$ cat src/rtl/rob_pkg.sv
// Shared constants and state encoding for the reorder buffer.
package rob_pkg;

  localparam int ROB_BIT  = 3;
  localparam int ROB_SIZE = 1 << ROB_BIT;

  localparam logic [ROB_BIT:0]   FULL_COUNT = {1'b1, {ROB_BIT{1'b0}}};
  localparam logic [ROB_BIT:0]   CNT_ONE    = {{ROB_BIT{1'b0}}, 1'b1};
  localparam logic [ROB_BIT-1:0] PTR_ONE    = {{(ROB_BIT-1){1'b0}}, 1'b1};

  typedef enum logic {
    ST_RUN   = 1'b0,
    ST_FLUSH = 1'b1
  } rob_state_e;

endpackage

$ cat src/rtl/rob_query.sv
// Combinational operand lookup: CDB bypass first, then the stored entry result.
module rob_query
  import rob_pkg::*;
(
  input  logic                     [ROB_BIT-1:0] entry_i,
  input  logic                    [ROB_SIZE-1:0] busy_i,
  input  logic                    [ROB_SIZE-1:0] ready_i,
  input  logic [ROB_SIZE-1:0][31:0]              value_i,
  input  logic                                   wb_valid_i,
  input  logic                     [ROB_BIT-1:0] wb_entry_i,
  input  logic                            [31:0] wb_value_i,
  output logic                                   ready_o,
  output logic                            [31:0] value_o
);

  always_comb begin
    ready_o = 1'b0;
    value_o = '0;
    if (wb_valid_i && (wb_entry_i == entry_i)) begin
      ready_o = 1'b1;
      value_o = wb_value_i;
    end else if (busy_i[entry_i] && ready_i[entry_i]) begin
      ready_o = 1'b1;
      value_o = value_i[entry_i];
    end
  end

endmodule

$ cat src/rtl/rob_core.sv
// Reorder buffer: in-order allocation, out-of-order completion, in-order commit,
// and a one-cycle flush after a mispredicted branch commits.
module rob_core
  import rob_pkg::*;
(
  input  logic               clk_in,
  input  logic               rst_in,
  input  logic               rdy_in,
  input  logic               issue_valid,
  input  logic [4:0]         issue_rd,
  output logic [ROB_BIT-1:0] issue_rob_entry,
  output logic [4:0]         issue_reg_id,
  output logic               rob_full,
  input  logic               wb_valid,
  input  logic [ROB_BIT-1:0] wb_rob_entry,
  input  logic [31:0]        wb_value,
  input  logic               wb_mispredict,
  input  logic [31:0]        wb_target_pc,
  output logic [4:0]         commit_reg_id,
  output logic [31:0]        commit_reg_data,
  output logic [ROB_BIT-1:0] commit_rob_entry,
  output logic               rob_clear_up,
  output logic [31:0]        clear_pc,
  input  logic [ROB_BIT-1:0] get_rob_entry1,
  output logic               ready1,
  output logic [31:0]        value1,
  input  logic [ROB_BIT-1:0] get_rob_entry2,
  output logic               ready2,
  output logic [31:0]        value2,
  output logic               dbg_state_o
);

  rob_state_e state_q;
  logic [ROB_BIT-1:0] head_q, tail_q;
  logic [ROB_BIT:0]   count_q, count_d;

  logic [ROB_SIZE-1:0]       busy_q, ready_q, mis_q;
  logic [ROB_SIZE-1:0][4:0]  rd_q;
  logic [ROB_SIZE-1:0][31:0] value_q, target_q;

  logic [4:0]         commit_id_q;
  logic [31:0]        commit_data_q;
  logic [ROB_BIT-1:0] commit_entry_q;
  logic               clear_q;
  logic [31:0]        clear_pc_q;

  logic issue_fire, commit_fire;

  // Fullness uses the registered count only, so a commit this cycle frees nothing until next.
  assign rob_full        = (count_q == FULL_COUNT) || (state_q == ST_FLUSH);
  assign issue_fire      = issue_valid && !rob_full && rdy_in;
  assign issue_rob_entry = tail_q;
  assign issue_reg_id    = issue_fire ? issue_rd : 5'd0;

  assign commit_fire = (state_q == ST_RUN) && (count_q != '0) && busy_q[head_q] && ready_q[head_q];

  always_comb begin
    count_d = count_q;
    if (issue_fire && !commit_fire) begin
      count_d = count_q + CNT_ONE;
    end else if (!issue_fire && commit_fire) begin
      count_d = count_q - CNT_ONE;
    end
  end

  always_ff @(posedge clk_in or posedge rst_in) begin
    if (rst_in) begin
      state_q        <= ST_RUN;
      head_q         <= '0;
      tail_q         <= '0;
      count_q        <= '0;
      busy_q         <= '0;
      ready_q        <= '0;
      mis_q          <= '0;
      rd_q           <= '0;
      value_q        <= '0;
      target_q       <= '0;
      commit_id_q    <= '0;
      commit_data_q  <= '0;
      commit_entry_q <= '0;
      clear_q        <= 1'b0;
      clear_pc_q     <= '0;
    end else if (rdy_in) begin
      commit_id_q <= '0;
      clear_q     <= 1'b0;
      case (state_q)
        ST_RUN: begin
          if (wb_valid && busy_q[wb_rob_entry]) begin
            ready_q[wb_rob_entry]  <= 1'b1;
            value_q[wb_rob_entry]  <= wb_value;
            mis_q[wb_rob_entry]    <= wb_mispredict;
            target_q[wb_rob_entry] <= wb_target_pc;
          end
          if (commit_fire) begin
            commit_id_q    <= rd_q[head_q];
            commit_data_q  <= value_q[head_q];
            commit_entry_q <= head_q;
            busy_q[head_q] <= 1'b0;
            head_q         <= head_q + PTR_ONE;
            // The branch's own rd write goes out now; the clear follows a cycle later.
            if (mis_q[head_q]) begin
              clear_pc_q <= target_q[head_q];
              state_q    <= ST_FLUSH;
            end
          end
          if (issue_fire) begin
            busy_q[tail_q]  <= 1'b1;
            ready_q[tail_q] <= 1'b0;
            mis_q[tail_q]   <= 1'b0;
            rd_q[tail_q]    <= issue_rd;
            tail_q          <= tail_q + PTR_ONE;
          end
          count_q <= count_d;
        end
        ST_FLUSH: begin
          clear_q <= 1'b1;
          busy_q  <= '0;
          ready_q <= '0;
          head_q  <= '0;
          tail_q  <= '0;
          count_q <= '0;
          state_q <= ST_RUN;
        end
        default: state_q <= ST_RUN;
      endcase
    end
  end

  assign commit_reg_id    = commit_id_q;
  assign commit_reg_data  = commit_data_q;
  assign commit_rob_entry = commit_entry_q;
  assign rob_clear_up     = clear_q;
  assign clear_pc         = clear_pc_q;
  assign dbg_state_o      = state_q;

  rob_query u_query1 (
    .entry_i    (get_rob_entry1),
    .busy_i     (busy_q),
    .ready_i    (ready_q),
    .value_i    (value_q),
    .wb_valid_i (wb_valid),
    .wb_entry_i (wb_rob_entry),
    .wb_value_i (wb_value),
    .ready_o    (ready1),
    .value_o    (value1)
  );

  rob_query u_query2 (
    .entry_i    (get_rob_entry2),
    .busy_i     (busy_q),
    .ready_i    (ready_q),
    .value_i    (value_q),
    .wb_valid_i (wb_valid),
    .wb_entry_i (wb_rob_entry),
    .wb_value_i (wb_value),
    .ready_o    (ready2),
    .value_o    (value2)
  );

endmodule

$ cat config.mk
export PLATFORM = sky130hd
export DESIGN_NAME = rob_core
export DESIGN_NICKNAME = d
export VERILOG_FILES = /design/src/rtl/rob_pkg.sv /design/src/rtl/rob_query.sv /design/src/rtl/rob_core.sv
export SDC_FILE = /design/constraint.sdc
export NUM_CORES = 1
export LEC_CHECK = 0
export CAP_MARGIN = 20
export CORE_MARGIN = 5
export CORE_UTILIZATION = 45
export DETAILED_ROUTE_END_ITERATION = 12
export GPL_TIMING_DRIVEN = 0
export PLACE_DENSITY = 0.69
export REMOVE_ABC_BUFFERS = 1
export SLEW_MARGIN = 20
export SYNTH_ARGS = -nofsm -noshare
export SYNTH_HDL_FRONTEND = slang
export SYNTH_HIERARCHICAL = 1
export SYNTH_SLANG_ARGS = --single-unit
$ cat constraint.sdc
create_clock -name clk_in -period 56.6 [get_ports clk_in]
set_input_delay 14.15 -clock clk_in [delete_from_list [all_inputs] [get_ports clk_in]]
set_output_delay 14.15 -clock clk_in [all_outputs]
set_load 0.1 [all_outputs]
==> results of run 1 <==
-- cell type report --
cell class              instances  area, um^2  share of cell area
inverters                      25         101             0.00254
diodes                          5        12.5            0.000313
flip-flops and latches        660       16500               0.413
well taps                     969        1210              0.0303
clock inverters                16         210             0.00526
clock buffers                 108        2180              0.0545
repair buffers                307        3670              0.0917
multi-input cells            1595       16100               0.402
-- tightest hold or removal path, cell delays in order (launching register included) --
cell and delay (ns):
sky130_fd_sc_hd__dfrtp_1 0.34, sky130_fd_sc_hd__nand2_1 0.05, sky130_fd_sc_hd__nand2_1 0.05
-- where the power goes --
part	leakage, nW	internal (mW)	total, mW	switching, mW
Sequential	8.58	0.638	0.775	0.137
Clock	1.17	0.273	0.470	0.197
Combinational	7.79	0.316	0.776	0.460
Total	17.5	1.23	2.02	0.794
-- state kept, by name, summed over array words and instances (netlist names), 4 cells and up --
register and cells:
ready_q 8, value_q 256, target_q 256, mis_q 8, count_q 4, commit_reg_data 32
clear_pc 32, busy_q 8, commit_reg_id 5, rd_q 40
-- routing by layer --
layer  track usage  routed length, um  up-vias
met1         0.318              40100    12500
met5             0                 38        -
met4        0.0976               3930        6
met3        0.0708               9210      285
li1              -                  -     9963
met2         0.405              49100     1234
-- worst max-delay path by stage --
stage | startpoint | to | cells after the start
6_report | get_rob_entry2[2] | value2[0] | 9
4_1_cts | get_rob_entry2[2] | value2[0] | 9
5_1_grt | get_rob_entry2[2] | value2[0] | 9
2_1_floorplan | get_rob_entry1[1] | value1[0] | 4
3_3_place_gp | get_rob_entry1[0] | value1[0] | 5
3_5_place_dp | get_rob_entry2[2] | value2[0] | 9
-- cells in the mapped netlist, types with 5 or more instances --
library cell / n / area (um^2)
sky130_fd_sc_hd__a21o_1: 34 / 255
sky130_fd_sc_hd__a21oi_1: 22 / 110
sky130_fd_sc_hd__a221oi_1: 61 / 534
sky130_fd_sc_hd__a22o_1: 64 / 561
sky130_fd_sc_hd__a22oi_1: 135 / 1010
sky130_fd_sc_hd__a31o_2: 5 / 43.8
sky130_fd_sc_hd__a31oi_1: 42 / 263
sky130_fd_sc_hd__and2_0: 5 / 31.3
sky130_fd_sc_hd__and2_1: 8 / 50.1
sky130_fd_sc_hd__and3_1: 12 / 75.1
sky130_fd_sc_hd__buf_1: 16 / 60.1
sky130_fd_sc_hd__buf_2: 73 / 365
sky130_fd_sc_hd__buf_6: 23 / 259
sky130_fd_sc_hd__clkbuf_1: 100 / 375
sky130_fd_sc_hd__dfrtp_1: 660 / 16500
sky130_fd_sc_hd__inv_1: 25 / 93.8
sky130_fd_sc_hd__mux2_1: 26 / 293
sky130_fd_sc_hd__mux2_2: 557 / 6270
sky130_fd_sc_hd__mux2i_1: 74 / 741
sky130_fd_sc_hd__mux4_2: 130 / 2930
sky130_fd_sc_hd__nand2_1: 140 / 526
sky130_fd_sc_hd__nand2b_1: 6 / 37.5
sky130_fd_sc_hd__nand3_1: 40 / 200
sky130_fd_sc_hd__nand4_1: 12 / 75.1
sky130_fd_sc_hd__nor2_1: 21 / 78.8
sky130_fd_sc_hd__nor2b_1: 12 / 75.1
sky130_fd_sc_hd__nor3_1: 7 / 35.0
sky130_fd_sc_hd__o21ai_0: 29 / 145
sky130_fd_sc_hd__o21ai_1: 5 / 25.0
sky130_fd_sc_hd__o22ai_1: 12 / 75.1
sky130_fd_sc_hd__o31ai_1: 9 / 67.6
sky130_fd_sc_hd__o31ai_2: 58 / 726
sky130_fd_sc_hd__xor2_1: 5 / 43.8
-- metrics by stage --
| step | setup WS (ns) | util | area (um^2) | cells |
|---|---|---|---|---|
| after floorplan | 20.94 | - | 32500 | 2280 |
| after global placement | 13.10 | 0.485 | 36100 | 3481 |
| after detailed placement | 24.43 | 0.505 | 37600 | 3556 |
| after CTS | 24.44 | 0.538 | 40000 | 3680 |
| after global routing | 24.20 | 0.538 | 40000 | 3681 |
| final | 24.25 | 0.538 | 40000 | 3685 |
-- cells by family (layout without fill, tap and decap cells) --
logic type,Yosys count,after routing,share of synthesized area
flops,660,660,0.491
xor+xnor,8,8,0.00208
buf+inv,239,456,0.0347
other cells,0,5,0
mux,787,787,0.304
simple gates,288,288,0.0422
compound gates,507,507,0.123
fa+ha+maj,5,5,0.00208
==> out/qor.yml, run 1 <==
sta:
  fin_setup_tns_ns: 0
  final_period_minus_worst_setup_slack_ns: 32.35
  worst_slew_pin_slew_ns: 1.17
  grt_setup_unrepaired: "no"
  max_clock_freq_mhz: 30.9
  clock_tree_skew_after_final_layout_ns: 0.0286
  relSlewSlack: 0.219
  post-route-period-util: 0.572
  worst_hold_slack_ns: 0.476
  setup_viol: 0
  report.final.hold_viol_count: 0
  maxSlewViolCount: 0
synth:
  syn-instance-count: 2494
  synth_sequential_area_ratio: 0.491
  ys.warnings.count: 6
  synth_top_flop_cell: "sky130_fd_sc_hd__dfrtp_1"
  synth.lib_cells_used.distinct: 70
  synth.cell_area_mm2: 0.0336
  postSynthAreaPerCell_um2: 13.5
  synth_edf_count: 0
  synth.ff_latch_count: 660
  postSynth.asyncResetShare: 1.00
cts:
  clk_pin_slew_ns: 0.06
  root_buffer: "sky130_fd_sc_hd__clkbuf_16"
  cts_made_buffers: 73
  tritoncts_clock_tree: "done"
  max-clock-path-buffers: 3
  cts_sinks: 660
  post_cts_hold_buffer_count: 0
  post_cts_resize_count: 0
  htreeDepth: 3
  cts_setup_buffers: 0
  worstSkewPairLatency_ns: 0.64
finish:
  final_layout_size_suffix_gt1_frac: 0.361
  commonest_non_fill_non_tap_cell_in_the_layout: "sky130_fd_sc_hd__dfrtp_1"
  finalNetCount: 2751
  synthToLayoutAreaGrowth_pct: 18.9
  leading_cell_types_in_the_layout_fill_and_taps_excluded: "sky130_fd_sc_hd__dfrtp_1 (658), sky130_fd_sc_hd__mux2_2 (557), sky130_fd_sc_hd__clkdlybuf4s50_1 (224)"
  fillers: 6079
critical_path:
  buf_inv_stages_crit_path: 4
  depth_of_the_worst_register_to_register_path: 12
  timing.critical_path.cells: "buf_4, buf_16, nor2_1, o21ai_1, a41oi_1, or4_4, buf_16, o31ai_1, clkdlybuf4s50_1"
  cp-start-kind: "input port"
  regToRegStartpoint: "head_q[2]$_DFFE_PP0P_"
  worst_stage_delay_on_the_critical_path_ns: 1.28
  required_ns: 42.45
  worst-setup-path-type: "in2out"
  crit_path_frequent_cell: "sky130_fd_sc_hd__buf_16"
  worst-path-max-fanout: 41
  timing.rr.end: "count_q[3]$_DFFE_PP0P_"
  critPathArrivalTime_ns: 18.20
  critical-path-slowest-cell: "sky130_fd_sc_hd__clkdlybuf4s50_1"
  cpLargestDelayFamily: "buffers and inverters"
  critPathCaptureType: "output pin"
  rrSetupSlack_ns: 52.62
floorplanning:
  design.die.area_mm2: 0.0803
  placement_rows: 100
  ioPinCount: 233
  floorplan.die.height_um: 283
  die_x_um: 283
  core_region_area_mm2: 0.0743
  initial_core_util: 0.452
pwr:
  power-per-cell-area_mw_per_mm2: 50.6
  leakage_nw: 17.5
  power.total_mw: 2.02
  worst_ir_drop_on_vdd_mv: 0.0410
min_path:
  number_of_instances_on_the_worst_hold_path: 2
  hold_class: "reg2reg"
  holdCritStartpoint: "rd_q[2]$_DFFE_PP0P_"
  hold-path-endpoint: "rd_q[2]$_DFFE_PP0P_"
global_routing:
  gr-usage-all-layers: 0.249
  grt_pass1_vias: 25000
  global_route_wire_length_before_repair_mm: 156
  grt-ovfl-total: 0
  grt_antenna_before_repair: 10
  grt_start_max_net_pins: 112
run_status:
  run_status: "completed"
route:
  route.detailed.wl_per_inst_um: 27.8
  number_of_remaining_drc_errors: 0
  drt_pass1_iterations: 8
  route.vias.total: 24000
  via_per_inst: 6.51
  drc_violation_total_after_the_first_tritonroute_iteration: 2204
  drt.antenna.violating_nets: 0
  wirelength_mm: 102
placed_design:
  globalplace.congestion: 0.820
  io_buffer_count: 232
  dp.final_hpwl_mm: 64.1
job:
  cap_viol_max_count: 0
Power figures use the tool's default switching activity.
==> run 2, diff against run 1 <==
clock period = 30.3 ns   (was 56.6 ns; I/O delays follow)
==> results of run 2 <==
The final DEF is identical to that of run 1. Status: completed.
Among the figures that moved: setup slack after placement 24.43 ns -> 11.28 ns; setup slack after layout 24.25 ns -> 11.10 ns; register-to-register setup slack 52.62 ns -> 26.32 ns; total power 2.02 mW -> 3.78 mW; worst IR drop on VDD 0.0410 mV -> 0.0765 mV
==> run 3, diff against run 2 <==
clock period = 17.9 ns   (was 30.3 ns; I/O delays follow)
==> results of run 3 <==
The final DEF is identical to that of run 1. Status: completed.
Among the figures that moved: setup slack after placement 24.43 ns -> 5.08 ns; setup slack after layout 24.25 ns -> 4.90 ns; register-to-register setup slack 52.62 ns -> 13.92 ns; total power 2.02 mW -> 6.39 mW; worst IR drop on VDD 0.0410 mV -> 0.130 mV
==> RTL change, RTL diff (config.mk and constraints of run 2) <==
Reset style: synchronous (`rst_in`), changed in one clocked block.
--- a/src/rtl/rob_core.sv
+++ b/src/rtl/rob_core.sv
@@ -63,7 +63,7 @@
     end
   end
 
-  always_ff @(posedge clk_in or posedge rst_in) begin
+  always_ff @(posedge clk_in) begin
     if (rst_in) begin
       state_q        <= ST_RUN;
       head_q         <= '0;
Check against the original RTL: not settled (the Yosys comparison gave no result); the edit may change what the design does.
==> RTL change against run 2 <==
Register-to-register slack worse by 280 ps; sequential cell count stayed put; wire length is 13% higher; final area is 3.7% lower; core utilization is 1.2 points lower; worst setup slack better by 200 ps; area after synthesis is 0.76% lower; largest cell class is now multi-input gates.
Power is not compared: it rests on default switching activity, and its combinational part moved more than twofold at a synthesized area within 25%.
==> RTL change: results (changes against run 2) <==
| Metric | Value |
|---|---|
| Synthesized area per cell | 8.577 um2 (was 13.48 um2) |
| Drt pass-1 iters | 6 (was 8) |
| DRT iter0 DRCs | 3520 (was 2204) |
| Distinct cell type count after synthesis | 75 (was 70) |
| Status | complete, no violations (unchanged) |
| Synth top area cells | dfxtp_1 40%, nand2_1 13%, mux4_2 10% (was dfrtp_1 49%, mux2_2 19%, mux4_2 8.7%) |
| Largest regs | target_q x256, value_q x256, rd_q x40 (unchanged) |
| DP Worst Slack | 11380 ps (was 11280 ps) |
| Via/cell ratio | 6.116 (was 6.509) |
| Global-route wire length before repair | 174200 um (was 155800 um) |
| Core area | 73210 um2 (was 74320 um2) |
| RD Place Congestion | 0.8902 (was 0.8203) |
| Initial antenna violation count | 9 (was 10) |
| Crit-path max cell delay | 1230 ps (was 1280 ps) |
| GRT Util Overall | 27.90% (was 24.89%) |
| Worst-Margin Slew | 1183 ps (was 1168 ps) |
| Vias in the first global route | 28270 (was 25030) |
| Cells after DPL | 4745 (was 3556) |
| Sequential element share of the synthesized area | 39.60% (was 49.13%) |
| Crit path max fanout | 42 (was 41) |
| Largest net degree at the start of global routing | 123 (was 112) |
| Cts bufs inserted | 70 (was 73) |
| Maximum vdd drop | 0.03959 mV |
| Drt wl/cell | 23.76 um (was 27.78 um) |
| Vias | 29820 (was 23990) |
| Worst Skew | 17.87 ps (was 28.57 ps) |
| Ys async rst share | 0% (was 100.0%) |
| HPWL after DPL | 69050 um (was 64060 um) |
| Max clock buf depth | 3 (unchanged) |
| Post-synth top cells | 1148 x nand2_1, 660 x dfxtp_1, 618 x a21oi_1 (was 660 x dfrtp_1, 557 x mux2_2, 140 x nand2_1) |
| Area after DPL | 36160 um2 (was 37560 um2) |
| Clock Latency Late Sink | 620 ps (was 640 ps) |
| Share of cells above drive strength 1 | 12.50% (was 36.15%) |
| Worst EP arrival | 11420 ps (was 11620 ps) |
| Lkg Pwr | 12.25 nW |
| Synth Flop Type | dfxtp_1 (was dfrtp_1) |
| CTS resizes | 0 (unchanged) |
| Nets | 3947 (was 2751) |
RTL change: cell count changes after synthesis, sizes merged, moves of 41 or more:
cell,change
a211oi,+48
a21oi,+596
a22o,-41
a22oi,-104
buf,+110
clkbuf,+86
dfrtp,-660
dfxtp,+660
mux2,-545
mux2i,+108
nand2,+1008
nor2,+180
RTL change: layout make-up:
class	count	area, um2
flip-flops and latches	660	13220
diodes	6	15.01
repair buffers	306	3745
well taps	959	1200
fillers	6634	34740
clock buffers	111	2150
multi-input cells	2809	17950
inverters	11	42.54
clock inverters	14	142.6
RTL change: routing by layer:
metal	wire length, um	vias to the layer above	global-route usage, %	part of all wire (%)
met5	81	-	0	0.070
met4	4460	10	10.36	3.8
met3	11820	308	5.967	10
met2	54180	1577	46.07	47
met1	45320	14370	36.27	39
li1	-	13560	-	-
RTL change: cell families (layout without fill, tap and decap cells):
group,count (synthesis),in the layout,synth area share (%)
other,0,6,0
xor gates and xnor gates,9,9,0.2363
adders and majority gates,5,5,0.2100
buffers and inverters,421,442,7.305
muxes,369,369,16.80
DFF,660,660,39.60
AOI/OAI and AO/OA,978,978,18.67
and+or+nand+nor,1448,1448,17.17
RTL change: power breakdown:
| part | switching (mW) | internal, mW | total [mW] |
|---|---|---|---|
| registers | 0.00222 | 0.869 | 0.872 |
| logic | 0.0900 | 0.0376 | 0.128 |
| clock network | 0.364 | 0.505 | 0.868 |
| total | 0.456 | 1.41 | 1.87 |
RTL change: final timing paths:
kind / startpoint / endpoint / slack, ps / cells past startpoint
setup / recovery: get_rob_entry2[2] / value2[15] / 11300 / 8
hold reg to reg: target_q[47] / target_q[47] / 450 / 2
setup reg to reg: head_q[1] / count_q[3] / 26040 / 14
hold / removal: target_q[47] / target_q[47] / 450 / 2
